**config.mk**
```make
export PLATFORM = sky130hd
export DESIGN_NAME = clk_div_prog_flat
export DESIGN_NICKNAME = d
export VERILOG_FILES = /design/src/rtl/clk_div_prog_if.sv /design/src/rtl/clk_div_prog.sv /design/src/flat_wrapper.sv
export SDC_FILE = /design/constraint.sdc
export NUM_CORES = 1
export LEC_CHECK = 0
export ABC_AREA = 1
export CORE_UTILIZATION = 50
export DETAILED_ROUTE_END_ITERATION = 6
export PLACE_DENSITY_LB_ADDON = 0.15
export SLEW_MARGIN = 20
export SYNTH_ARGS = -nofsm -noshare
export SYNTH_HDL_FRONTEND = slang
export SYNTH_SLANG_ARGS = --single-unit
export TNS_END_PERCENT = 100
```
**constraint.sdc**
```tcl
create_clock -name clk_in_i -period 3.4 [get_ports clk_in_i]
set_input_delay 0.68 -clock clk_in_i [delete_from_list [all_inputs] [get_ports clk_in_i]]
set_output_delay 0.68 -clock clk_in_i [all_outputs]
set_load 0.05 [all_outputs]
```
**src/rtl/clk_div_prog_if.sv**
```systemverilog
// Control/status bundle for clk_div_prog: run request, ratio load handshake and divided-clock outputs.
interface clk_div_prog_if #(
  parameter int DIV_W = 8
);
  logic             en;
  logic [DIV_W-1:0] div_val;
  logic             div_load;
  logic             div_ack;
  logic [DIV_W-1:0] div_cur;
  logic             err;
  logic             clk_out;
  logic             clk_en_out;

  modport master (
    output en, div_val, div_load,
    input  div_ack, div_cur, err, clk_out, clk_en_out
  );

  modport slave (
    input  en, div_val, div_load,
    output div_ack, div_cur, err, clk_out, clk_en_out
  );
endinterface

```
**src/rtl/clk_div_prog.sv**
```systemverilog
// Runtime-programmable integer clock divider with boundary-aligned ratio changes and glitch-free stop.
// Optional macro CLK_DIV_PROG_ODD_DUTY50_EN adds a falling-edge flop for 50% duty on odd ratios.
module clk_div_prog #(
  parameter int DIV_W    = 8,
  parameter int DIV_INIT = 2
) (
  input  logic         clk_in_i,
  input  logic         resetn_i,
  clk_div_prog_if.slave bus
);

  typedef enum logic [1:0] {ST_STOPPED, ST_RUN, ST_DRAIN} state_t;

  state_t           state_q, state_d;
  logic [DIV_W-1:0] cnt_q, cnt_d;
  logic [DIV_W-1:0] div_cur_q, div_cur_d;
  logic [DIV_W-1:0] pend_val_q, pend_val_d;
  logic             pend_q, pend_d;
  logic             err_q, err_d;
  logic             applied_q, applied_d;
  logic             ack_q, ack_d;
  logic             clk_out_q, clk_out_d;
  logic             clk_en_q, clk_en_d;

  logic             running;
  logic             terminal;
  logic             load_ok;
  logic             load_bad;
  logic [DIV_W-1:0] hi;

  assign running  = (state_q != ST_STOPPED);
  assign terminal = (cnt_q == div_cur_q - DIV_W'(1));
  assign load_ok  = bus.div_load && (bus.div_val != '0);
  assign load_bad = bus.div_load && (bus.div_val == '0);

`ifdef CLK_DIV_PROG_ODD_DUTY50_EN
  assign hi = div_cur_q >> 1;
`else
  assign hi = div_cur_q - (div_cur_q >> 1);
`endif

  always_ff @(posedge clk_in_i or negedge resetn_i) begin
    if (!resetn_i) begin
      state_q    <= ST_STOPPED;
      cnt_q      <= '0;
      div_cur_q  <= DIV_W'(DIV_INIT);
      pend_val_q <= '0;
      pend_q     <= 1'b0;
      err_q      <= 1'b0;
      applied_q  <= 1'b0;
      ack_q      <= 1'b0;
      clk_out_q  <= 1'b0;
      clk_en_q   <= 1'b0;
    end else begin
      state_q    <= state_d;
      cnt_q      <= cnt_d;
      div_cur_q  <= div_cur_d;
      pend_val_q <= pend_val_d;
      pend_q     <= pend_d;
      err_q      <= err_d;
      applied_q  <= applied_d;
      ack_q      <= ack_d;
      clk_out_q  <= clk_out_d;
      clk_en_q   <= clk_en_d;
    end
  end

  // Outputs are a registered decode of the counter, so they trail cnt_q by one cycle.
  always_comb begin
    state_d    = state_q;
    cnt_d      = cnt_q;
    div_cur_d  = div_cur_q;
    pend_val_d = pend_val_q;
    pend_d     = pend_q;
    err_d      = err_q;
    applied_d  = 1'b0;
    ack_d      = applied_q;
    clk_out_d  = running && (div_cur_q != DIV_W'(1)) && (cnt_q < hi);
    clk_en_d   = running && (cnt_q == '0);

    if (load_bad) err_d = 1'b1;
    if (load_ok)  err_d = 1'b0;

    case (state_q)
      ST_STOPPED: begin
        cnt_d = '0;
        if (load_ok) begin
          div_cur_d = bus.div_val;
          ack_d     = 1'b1;
        end
        if (bus.en) state_d = ST_RUN;
      end
      default: begin
        if (load_ok) begin
          pend_d     = 1'b1;
          pend_val_d = bus.div_val;
        end
        if (terminal) begin
          cnt_d = '0;
          if (pend_q || load_ok) begin
            div_cur_d = load_ok ? bus.div_val : pend_val_q;
            pend_d    = 1'b0;
            applied_d = 1'b1;
          end
          // Re-asserted EN on the terminal edge keeps the block running.
          state_d = bus.en ? ST_RUN : ST_STOPPED;
        end else begin
          cnt_d   = cnt_q + DIV_W'(1);
          state_d = bus.en ? ST_RUN : ST_DRAIN;
        end
      end
    endcase
  end

`ifdef CLK_DIV_PROG_ODD_DUTY50_EN
  logic odd_q;
  logic neg_q;

  always_ff @(posedge clk_in_i or negedge resetn_i) begin
    if (!resetn_i) odd_q <= 1'b0;
    else           odd_q <= div_cur_q[0] && (div_cur_q != DIV_W'(1));
  end

  // Half-cycle delayed copy of the high term stretches odd-ratio high time by half a cycle.
  always_ff @(negedge clk_in_i or negedge resetn_i) begin
    if (!resetn_i) neg_q <= 1'b0;
    else           neg_q <= clk_out_q && odd_q;
  end

  assign bus.clk_out = clk_out_q | neg_q;
`else
  assign bus.clk_out = clk_out_q;
`endif

  assign bus.clk_en_out = clk_en_q;
  assign bus.div_ack    = ack_q;
  assign bus.div_cur    = div_cur_q;
  assign bus.err        = err_q;

endmodule
```
**src/flat_wrapper.sv**
```systemverilog
// flat-port wrapper written by rule: the top's interface ports become plain ports
module clk_div_prog_flat 
#(
  parameter int DIV_W    = 8,
  parameter int DIV_INIT = 2
)
  (clk_in_i, resetn_i, bus_en, bus_div_val, bus_div_load, bus_div_ack, bus_div_cur, bus_err, bus_clk_out, bus_clk_en_out);
  clk_div_prog_if #(.DIV_W(DIV_W)) bus_i ();
  input  logic clk_in_i;
  input  logic resetn_i;
  input wire logic [$bits(bus_i.en)-1:0] bus_en;
  input wire logic [$bits(bus_i.div_val)-1:0] bus_div_val;
  input wire logic [$bits(bus_i.div_load)-1:0] bus_div_load;
  output wire logic [$bits(bus_i.div_ack)-1:0] bus_div_ack;
  output wire logic [$bits(bus_i.div_cur)-1:0] bus_div_cur;
  output wire logic [$bits(bus_i.err)-1:0] bus_err;
  output wire logic [$bits(bus_i.clk_out)-1:0] bus_clk_out;
  output wire logic [$bits(bus_i.clk_en_out)-1:0] bus_clk_en_out;
  assign bus_i.en = bus_en;
  assign bus_i.div_val = bus_div_val;
  assign bus_i.div_load = bus_div_load;
  assign bus_div_ack = bus_i.div_ack;
  assign bus_div_cur = bus_i.div_cur;
  assign bus_err = bus_i.err;
  assign bus_clk_out = bus_i.clk_out;
  assign bus_clk_en_out = bus_i.clk_en_out;
  clk_div_prog #(.DIV_W(DIV_W), .DIV_INIT(DIV_INIT)) u_core (.clk_in_i(clk_in_i), .resetn_i(resetn_i), .bus(bus_i));
endmodule
```
After elaboration in Yosys (flattened, before gate mapping)
Cells that the tools add are included.

Register bits: 32. Input bits: 12. Output and inout bits: 12.

$add $sub $neg: 3. Equality and inequality tests: 4. Multiplexer cells: 22. Reductions and logical operators: 15. Magnitude comparators: 1.

Operators with widths (number): $mux W8 (7); $logic_not A8 Y1 (2); $mux W1 (11); $add A8 B1 Y8 const B (1); $eq A8 B8 Y1 (1); $lt A8 B8 Y1 (1); $mux W2 (4); $ne A8 B1 Y1 const B (1); $reduce_bool A2 Y1 (4); $reduce_bool A8 Y1 (1); $sub A8 B1 Y8 const B (1); $sub A8 B7 Y8 (1); $logic_and A1 B1 Y1 (5); $reduce_and A3 Y1 (1); $logic_not A2 Y1 (1); $ne A2 B1 Y1 const B (1); $ne A2 B2 Y1 const B (1); $logic_or A1 B1 Y1 (1).

Depth between registers and ports, before layout
Gate-level depths: netlist of run 1.

Depth in word-level cells: 6. Gate-level depth with buffers: 14. Depth with buffers taken out: 14.

Least setup slack after synthesis of run 1
Ideal clock, no wire load.

Path type: flip-flop to flip-flop. Start: reg u_core.div_cur_q[2] (netlist: u_core.bus.div_cur[2]). End: reg u_core.clk_out_q (netlist: u_core.bus.clk_out). Stages on the path, launching flop included: 11. Setup time: 0.082 ns. Clock period less this slack: 2.621 ns. Arrival time: 2.540 ns. Path slack: 0.779 ns. Data required time: 3.318 ns. Cell sequence: dfrtp_1 inv_1 ha_1 o31ai_1 a21oi_1 o21ai_0 xor2_1 ha_1 a21oi_1 nand2_1 a31oi_1.

Word-level cells in the longest chain between the ends: 3. Elaborated cells between the ends (all ways): 5.

RTL lines: start, declared (line clk_div_prog.sv:16) `logic [DIV_W-1:0] div_cur_q, div_cur_d;`; start signal, assigned (line clk_div_prog.sv:46) `div_cur_q <= DIV_W'(DIV_INIT);`; start signal, assigned (line clk_div_prog.sv:57) `div_cur_q <= div_cur_d;`; $sub A8 B7 Y8 / $ne A8 B1 Y1 (equally long branches) (line clk_div_prog.sv:39, clk_div_prog.sv:78); $lt A8 B8 Y1 / $logic_and A1 B1 Y1 (equally long branches) (line clk_div_prog.sv:78) `clk_out_d = running && (div_cur_q != DIV_W'(1)) && (cnt_q < hi);`; $logic_and A1 B1 Y1 * (line clk_div_prog.sv:78); via u_core.clk_out_d (line clk_div_prog.sv:22) `logic clk_out_q, clk_out_d;`; end signal, assigned (line clk_div_prog.sv:63) `clk_out_q <= clk_out_d;`; end, declared (line clk_div_prog.sv:22).

Mark *: on every way through the listed nets, which the timed path passes. The rest lies on a longest branch. A chain may end at the register's enable or synchronous reset.

Worst setup path after layout of run 1
Start: reg u_core.div_cur_q[1] (netlist: u_core.bus.div_cur[1]). End: reg u_core.clk_out_q (netlist: u_core.bus.clk_out).

Same word-level chain as after synthesis.

==> run_results.csv, run 1 <==
group,metric,value,unit
status,outcome,"finished with violations",
status,violations,"DRC",
clocking,postCtsHoldBufs,0,
global_route,grt_pass1_vias,2082,
floorplan,io_pins,24,
timing,rsz0062_at_grt,"false",
place,hpwl,4060,um
drt,dr.first_iter.drc_count,132,
clocking,clock_path_buffers,2,
critical_path,cp.required,3.60,ns
critical_path,critPathArrivalTime,2.89,ns
timing,worst_pin_slew,0.560,ns
logic_synthesis,synth_cell_types,29,
drt,vias,2133,
drt,routedWlPerCell,12.9,um
flow_run,max_cap_viol_count,0,
power_and_ir_drop,p_leak,1.53,nW
timing,fin_skew,0.00220,ns
floorplan,dieArea,5080,um2
min_path,min_path_type,"reg -> reg",
clocking,clk_pin_slew,0.06,ns
timing,setup_viol,0,
power_and_ir_drop,ir_drop,0.308,mV
clocking,clock_sinks,32,
power_and_ir_drop,p_per_area,836,nW/um2
logic_synthesis,syn_avg_cell_area,7.30,um2
place,gp_congestion,0.869,
critical_path,path_class,"reg -> reg",
critical_path,startpoint_type,"register",
final_layout,drive_gt1_frac,0.0787,
global_route,grt_pass1_wl,9360,um
drt,first_pass_iters,6,
global_route,grt.overflow.total,0,
place,dp_worst_setup_slack,0.767,ns
clocking,post_cts_buffers,0,
clocking,cts-root-buf,"clkbuf_8",
logic_synthesis,synthCells,329,
power_and_ir_drop,totalPowerFinal,0.00233,W
final_layout,nNetsFinal,395,
clocking,clk_latency,0.28,ns
logic_synthesis,syn_area,2400,um2
final_layout,final_cell_mix,"nand2_1, inv_1, nand3_1",
timing,slew_violations,0,
drt,drcViolationCount,2,
timing,finalCriticalPeriod,2.69,ns
global_route,grt_start_max_net_pins,33,
floorplan,coreArea,4470,um2
floorplan,die_x,71.3,um
critical_path,end_kind,"register",
place,numPortBuffers,23,
final_layout,fillers,422,
clocking,h-tree-depth,2,
drt,vias_per_cell,5.23,
floorplan,rows,24,
timing,hold_viol,0,
floorplan,die_y,71.3,um
timing,period_share,0.790,
timing,finalSetupTns,0,ns
timing,maxClockFrequency,0.372,GHz
final_layout,syn2layout_area_growth,15.8,%
clocking,numCtsBuffers,5,
logic_synthesis,syn_nets,368,
final_layout,layout_commonest_cell,"nand2_1",
final_layout,antenna_cells,0,
drt,drt_wl_total,5270,um
critical_path,path_max_fanout,6,
drt,postRouteAntennaNets,0,
global_route,antenna_found_initial,0,
final_layout,final_util,0.621,
clocking,cts_tree,"done",
floorplan,initial_core_util,0.537,
timing,relSlewSlack,0.627,
clocking,cts_resized,0,
global_route,grt_usage,0.237,
logic_synthesis,yosys_warnings,0,
timing,layout_setup_ws,0.714,ns
logic_synthesis,synth-seq-cells,32,
logic_synthesis,seq_area_frac_synth,0.334,
## per-stage QoR
step / hold slack, ns / instance area, um2 / instances
after floorplan: 0.384 / 2400 / 329
after global placement: 0.417 / 2680 / 401
after detailed placement: 0.420 / 2680 / 401
after CTS: 0.435 / 2780 / 408
after global routing: 0.487 / 2780 / 408
final: 0.432 / 2780 / 408
## final timing paths
check | start | end | slack (ns) | cells past startpoint
worst max-delay path | u_core.bus.div_cur[1] | u_core.bus.clk_out | 0.71 | 10
worst min-delay path | u_core.applied_q | u_core.bus.div_ack | 0.43 | 2
worst max register to register | u_core.bus.div_cur[1] | u_core.bus.clk_out | 0.71 | 10
worst min register to register | u_core.applied_q | u_core.bus.div_ack | 0.43 | 2
max in group asynchronous | resetn_i | u_core.bus.div_cur[1] | 2.28 | 2
min in group asynchronous | resetn_i | u_core.state_q[1] | 0.79 | 2
## cells in the mapped netlist
master    count  share of area
clkbuf_1      2         0.0031
o21ai_0      19          0.040
nand3_2       2         0.0083
nor4_1        1         0.0026
o31ai_1       1         0.0031
ha_1         26           0.14
a21oi_1      16          0.033
nand4_4       1         0.0089
a21boi_0      1         0.0031
nor3_1        1         0.0021
xnor2_1       1         0.0036
or2_2         1         0.0026
buf_2         1         0.0021
nand2_2       6          0.016
nand4_1       4          0.010
dfrtp_1      31           0.32
xor2_1        7          0.026
nor2_1       19          0.030
a31oi_1       1         0.0026
inv_1        47          0.073
a221oi_1      1         0.0036
buf_4         2         0.0063
nand2_1      85           0.13
nor2_2        4          0.010
nand3b_1      3         0.0094
inv_2         4         0.0063
fa_1          1         0.0083
nand3_1      40          0.083
dfstp_2       1          0.011
## logic make-up (layout without fill, tap and decap cells)
kind of cell | count (synthesis) | in the layout | share of synthesized area
AND/OR/NAND/NOR | 167 | 167 | 0.316
buffers and inverters | 56 | 83 | 0.0912
AO/OA/AOI/OAI | 39 | 39 | 0.0855
flip-flops | 32 | 32 | 0.334
adder cells (fa/ha/maj) | 27 | 27 | 0.144
XOR/XNOR | 8 | 8 | 0.0292
## state kept, by name (all words and copies together) (netlist names), 2 cells and up
signal	count
u_core.bus.div_cur	8
u_core.cnt_q	8
u_core.pend_val_q	8
u_core.state_q	2
## final cells by class
type | instances | area, um2 | area share
Multi-Input combinational cell | 241 | 1380 | 0.496
Sequential cell | 32 | 802 | 0.288
Timing Repair Buffer | 25 | 245 | 0.0882
Inverter | 51 | 191 | 0.0689
Clock buffer | 7 | 96.3 | 0.0347
Tap cell | 52 | 65.1 | 0.0234
## metal layers
layer,part of all wire,up-vias,track usage
met3,0.039,12,0.0380
met2,0.46,43,0.379
li1,-,1113,-
met5,0,-,0
met4,0.025,0,0.109
met1,0.47,965,0.318
## where the power goes
part / switching [W] / internal [W]
logic: 0.000909 / 0.000522
clock network: 0.000134 / 0.000180
registers: 0.000112 / 0.000469
## critical path, stage by stage (launching register included)
cell,delay (ns)
dfstp_2,0.60
inv_1,0.10
ha_1,0.31
o31ai_1,0.47
a21oi_1,0.12
o21ai_0,0.20
xor2_1,0.20
ha_1,0.27
a21oi_1,0.13
nand2_1,0.08
a31oi_1,0.12
(Power assumes the default switching activity.)
==> run 2: changes to the inputs <==
- clock period: 3.4 -> 2.2 ns (I/O delays scaled with it)
==> run 2 against run 1 <==
Effect of this change: the run ends with DRC, setup timing left; register-to-register slack got worse by 0.91 ns; sequential share of layout area fell by 2.7 points; power up 84%; sequential cell count stayed put; global-route usage up 0.63 points; hold slack improved by 0.043 ns; fmax up 12%; critical path depth up 3; clock power rose by 53%; final area increased by 12%; largest power group unchanged.
==> run_results.csv, run 2 (synthesis results as in run 1) <==
group,metric,value,unit
status,violations,"DRC, setup timing",
final_layout,design_area,3120,um2
place,place_area,2880,um2
critical_path,cp_cell_sequence,"ha_4, inv_2, fa_2, nand3_2, nand2_2, nand2_2, a21oi_2, nor2_1, xor2_1, ha_2, a21oi_2, nand3_1, a31oi_1",
drt,drcViolationCount,1,
critical_path,critPathSlowestCell,"dfstp_4",
power_and_ir_drop,p_leak,1.62,nW
place,dp_worst_setup_slack,-0.0754,ns
drt,routedWlPerCell,13.5,um
power_and_ir_drop,p_sw_frac,0.487,
global_route,grt_pass1_wl,9580,um
final_layout,final_cell_mix,"nand2_1, inv_1, nand3_1",
drt,dr.first_iter.drc_count,88,
clocking,clock_sinks,32,
clocking,clock_path_buffers,2,
critical_path,path_max_fanout,4,
final_layout,antenna_cells,0,
place,gp_congestion,0.937,
timing,slew_violations,0,
drt,vias,2287,
drt,first_pass_iters,6,
status,outcome,"finished with violations",
power_and_ir_drop,clkPwrFrac,0.112,
global_route,grt_start_max_net_pins,33,
final_layout,layout_commonest_cell,"nand2_1",
timing,holdWs,0.475,ns
power_and_ir_drop,comb_power_share,0.690,
min_path,hold_start,"u_core.applied_q",
critical_path,critPathArrivalTime,2.60,ns
power_and_ir_drop,p_per_area,1370,nW/um2
critical_path,path_class,"reg -> reg",
clocking,postCtsHoldBufs,0,
power_and_ir_drop,p_int,0.00219,W
floorplan,die_x,71.3,um
critical_path,startpoint_type,"register",
clocking,clk_pin_slew,0.07,ns
floorplan,initial_core_util,0.537,
floorplan,io_pins,24,
timing,rsz0062_at_grt,"true",
timing,period_share,1.09,
floorplan,die_y,71.3,um
timing,setup_viol,1,
critical_path,cp_slowest_stage_delay,0.65,ns
drt,postRouteAntennaNets,0,
flow_run,max_cap_viol_count,0,
final_layout,syn2layout_area_growth,29.9,%
floorplan,coreArea,4470,um2
timing,relSlewSlack,0.633,
drt,vias_per_cell,5.34,
timing,hold_viol,0,
timing,layout_setup_ws,-0.195,ns
floorplan,dieArea,5080,um2
timing,fin_skew,0.00294,ns
critical_path,r2r_start,"u_core.bus.div_cur[1]",
final_layout,final_util,0.697,
place,numPortBuffers,23,
final_layout,drive_gt1_frac,0.250,
clocking,h-tree-depth,2,
critical_path,path_buf_inv,1,
power_and_ir_drop,seq_power_share,0.198,
critical_path,cpLargestDelayFamily,"adder cells",
global_route,antenna_found_initial,0,
power_and_ir_drop,ir_drop,0.624,mV
critical_path,cp.required,2.41,ns
place,hpwl,4370,um
clocking,cts_tree,"done",
critical_path,end_kind,"register",
clocking,clk_latency,0.29,ns
timing,finalSetupTns,-0.195,ns
power_and_ir_drop,p_sw,0.00208,W
critical_path,crit_path_start,"u_core.bus.div_cur[1]",
clocking,numCtsBuffers,5,
min_path,min_path_type,"reg -> reg",
timing,maxClockFrequency,0.418,GHz
floorplan,rows,24,
drt,drt_wl_total,5790,um
global_route,grt.overflow.total,0,
timing,finalCriticalPeriod,2.39,ns
global_route,grt_pass1_vias,2231,
global_route,grt_usage,0.243,
timing,worst_pin_slew,0.550,ns
clocking,cts-root-buf,"clkbuf_8",
final_layout,nNetsFinal,414,
[run 2: cell count changes in the layout (fill, tap and decap cells not counted), sizes merged]
cell / delta
clkdlybuf4s50: -1
buf: +20
clkinvlp: +1
[run 2: area by class of cell]
| cell class | count | area (um2) |
|---|---|---|
| Clock buffer | 7 | 86.3 |
| Timing Repair Buffer | 44 | 393 |
| Inverter | 51 | 196 |
| Tap cell | 52 | 65.1 |
| Fill cell | 367 | 1360 |
| Multi-Input combinational cell | 241 | 1560 |
| Clock inverter | 1 | 7.51 |
| Sequential cell | 32 | 815 |
[run 2: timing repair]
item                                    in CTS  in global routing
buffers inserted                             0                  4
pin swaps                                    0                 34
resized for setup                            0                 33
endpoints found under the setup margin       1                 19
[run 2: per-stage QoR]
stage	power [W]	instances
final	0.00427	428
after global routing	0.00464	428
after CTS	0.00397	426
after detailed placement	0.00346	418
after global placement	0.00341	418
after floorplan	0.00268	329
[run 2: power by group through the flow]
stage / registers [W] / clock network (W) / logic, W
after detailed placement: 0.000858 / 0 / 0.00260
after CTS: 0.000846 / 0.000483 / 0.00264
after global placement: 0.000851 / 0 / 0.00255
after floorplan: 0.00114 / 0 / 0.00153
final: 0.000846 / 0.000480 / 0.00295
after global routing: 0.000865 / 0.000512 / 0.00327
[run 2: worst paths after layout]
| kind | to | slack, ns | cells after the start |
|---|---|---|---|
| worst max-delay path | u_core.bus.clk_out | -0.19 | 13 |
| min in group asynchronous | u_core.applied_q | 0.55 | 2 |
| worst min register to register | u_core.bus.div_ack | 0.47 | 2 |
| worst min-delay path | u_core.bus.div_ack | 0.47 | 2 |
| max in group asynchronous | u_core.bus.div_cur[1] | 1.33 | 2 |
| worst max register to register | u_core.bus.clk_out | -0.19 | 13 |
[run 2: worst register-to-register path: stages (launching register included)]
cell     delay [ns]
dfstp_4        0.65
ha_4           0.14
inv_2          0.04
fa_2           0.40
nand3_2        0.11
nand2_2        0.06
nand2_2        0.09
a21oi_2        0.05
nor2_1         0.12
xor2_1         0.09
ha_2           0.18
a21oi_2        0.12
nand3_1        0.07
a31oi_1        0.18
[run 2: metal layers]
layer	track usage	share of wire
met2	0.421	0.50
met5	0	0
met3	0.0408	0.026
met4	0.0844	0.012
met1	0.309	0.46
==> run 3: changes to the inputs <==
- DONT_BUFFER_PORTS: default -> 1
- HOLD_SLACK_MARGIN: default -> 0.06
==> run 3 against run 2 <==
Effect of this change: the run still ends with DRC, setup timing left; clock power decreased by 3%; combinational power is 10% lower; global-route usage fell by 0.58 points; register-to-register slack about the same; worst setup slack better by 0.0054 ns; clock skew increased by 0.0042 ns; clock-buffer cell count grew 1; sequential cell count unchanged; final cell count fell by 3.7%; non-clock buffer count fell by 16; critical path type unchanged; largest cell class unchanged; largest power group unchanged; highest routed layer unchanged.
==> run_results.csv, run 3 (synthesis results as in run 1) <==
group,metric,value,unit
power_and_ir_drop,comb_power_share,0.656,
power_and_ir_drop,p_int,0.00207,W
timing,relSlewSlack,0.628,
clocking,clk_pin_slew,0.07,ns
final_layout,finalNonFillerCells,412,
timing,setup_viol,1,
critical_path,critPathSlowestCell,"dfstp_4",
timing,worst_pin_slew,0.557,ns
final_layout,final_cell_mix,"nand2_1, inv_1, nand3_1",
clocking,cts_tree,"done",
final_layout,drive_gt1_frac,0.228,
global_route,antenna_found_initial,0,
final_layout,nNetsFinal,398,
global_route,grt_pass1_wl,9310,um
drt,dr.first_iter.drc_count,70,
clocking,clock_path_buffers,2,
drt,drt_wl_total,5520,um
critical_path,crit_path_start,"u_core.bus.div_cur[1]",
critical_path,cp.required,2.40,ns
timing,slew_violations,0,
place,hpwl,4250,um
clocking,cts-root-buf,"clkbuf_8",
drt,vias,2151,
final_layout,antenna_cells,0,
place,gp_congestion,0.884,
final_layout,syn2layout_area_growth,19.9,%
floorplan,coreArea,4470,um2
drt,postRouteAntennaNets,0,
drt,first_pass_iters,6,
power_and_ir_drop,p_leak,1.56,nW
place,place_inst,397,
critical_path,path_class,"reg -> reg",
flow_run,max_cap_viol_count,0,
final_layout,fillers,397,
power_and_ir_drop,clkPwrFrac,0.115,
floorplan,die_y,71.3,um
critical_path,crit_end,"u_core.bus.clk_out",
place,numPortBuffers,0,
critical_path,cp_common_cell,"nand2_1",
floorplan,rows,24,
clocking,clk_latency,0.28,ns
critical_path,r2r_cells,11,
floorplan,dieArea,5080,um2
power_and_ir_drop,totalPowerFinal,0.00404,W
global_route,grt_pass1_vias,2116,
global_route,grt_start_max_net_pins,33,
critical_path,path_max_fanout,4,
clocking,numCtsBuffers,5,
timing,hold_viol,0,
global_route,grt.overflow.total,0,
power_and_ir_drop,p_sw_frac,0.488,
critical_path,critPathArrivalTime,2.59,ns
floorplan,io_pins,24,
clocking,h-tree-depth,2,
drt,vias_per_cell,5.22,
status,violations,"DRC, setup timing",
global_route,grt_usage,0.238,
timing,fin_skew,0.00714,ns
power_and_ir_drop,ir_drop,0.450,mV
drt,drcViolationCount,1,
power_and_ir_drop,p_per_area,1400,nW/um2
drt,routedWlPerCell,13.4,um
timing,finalCriticalPeriod,2.39,ns
critical_path,startpoint_type,"register",
critical_path,cp_slowest_stage_delay,0.65,ns
final_layout,final_util,0.643,
status,outcome,"finished with violations",
critical_path,end_kind,"register",
power_and_ir_drop,seq_power_share,0.229,
clocking,clock_sinks,32,
critical_path,reg2reg_slack,-0.19,ns
final_layout,layout_commonest_cell,"nand2_1",
floorplan,die_x,71.3,um
timing,layout_setup_ws,-0.189,ns
power_and_ir_drop,p_sw,0.00197,W
critical_path,r2r-end,"u_core.bus.clk_out",
timing,period_share,1.09,
min_path,min_path_type,"in -> reg",
critical_path,cp_cell_sequence,"inv_2, ha_4, o31ai_4, buf_4, xor2_1, ha_1, a21oi_2, nand2_1, nand3_1, nand2_1, a31oi_1",
timing,maxClockFrequency,0.419,GHz
timing,rsz0062_at_grt,"true",
floorplan,initial_core_util,0.537,
critical_path,r2r_start,"u_core.bus.div_cur[1]",
[run 3: cell types whose count changed in the layout (fill, tap and decap cells not counted), sizes merged]
| cell | change |
|---|---|
| clkbuf | +1 |
| buf | +5 |
| dlygate4sd3 | +1 |
| clkinvlp | -1 |
| clkdlybuf4s50 | -22 |
[run 3: worst min-delay path by stage]
stage,cells past startpoint,slack (ns),from,end
after floorplan,0,0.14,resetn_i,u_core.applied_q
after CTS,0,0.17,bus_en,u_core.state_q[0]
after global placement,0,0.15,resetn_i,u_core.state_q[1]
after detailed placement,0,0.14,resetn_i,u_core.bus.err
after global routing,0,0.17,bus_en,u_core.state_q[0]
final,0,0.19,bus_en,u_core.state_q[0]
[run 3: layer usage]
metal / routed length, um / track usage / vias up
li1: - / - / 1114
met1: 2530 / 0.302 / 982
met2: 2770 / 0.419 / 46
met3: 143 / 0.0295 / 9
met4: 78 / 0.0800 / 0
met5: 0 / 0 / -
[run 3: power groups by stage]
stage	Clock (W)	Sequential, W	Combinational, W
detailed placement	0	0.000935	0.00240
global placement	0	0.000930	0.00236
CTS	0.000479	0.000924	0.00244
floorplan	0	0.00114	0.00153
global route	0.000500	0.000946	0.00295
finish	0.000465	0.000925	0.00265
[run 3: area by class of cell]
class,count,area [um2],area share
well taps,52,65.1,0.0226
flip-flops and latches,32,815,0.283
repair buffers,28,225,0.0782
multi-input cells,241,1490,0.518
inverters,51,194,0.0674
clock buffers,8,90.1,0.0313
[run 3: through the flow]
step           hold slack, ns  area (um2)  setup TNS (ns)  setup WS [ns]
2_1_floorplan           0.144        2470          -0.102         -0.102
3_3_place_gp            0.145        2670         -0.0470        -0.0470
3_5_place_dp            0.145        2670          -0.110         -0.110
4_1_cts                 0.174        2790          -0.123         -0.123
5_1_grt                 0.172        2880          -0.804         -0.294
6_report                0.187        2880          -0.189         -0.189
[run 3: worst max-delay path: cells and delay by family (launching register included)]
family | cells | cell delay, ns
DFF | 1 | 0.65
AOI/OAI and AO/OA | 3 | 0.59
adders and majority gates | 2 | 0.52
buffers and inverters | 2 | 0.22
and+or+nand+nor | 3 | 0.18
xor gates and xnor gates | 1 | 0.16
[run 3: repair_timing]
item	4_1_cts	5_1_grt
setup buffers	1	4
hold endpoints to repair	32	0
pin swaps	0	19
hold buffers	2	0
gates cloned	0	0
setup endpoints to repair	2	20
resized for setup	0	13
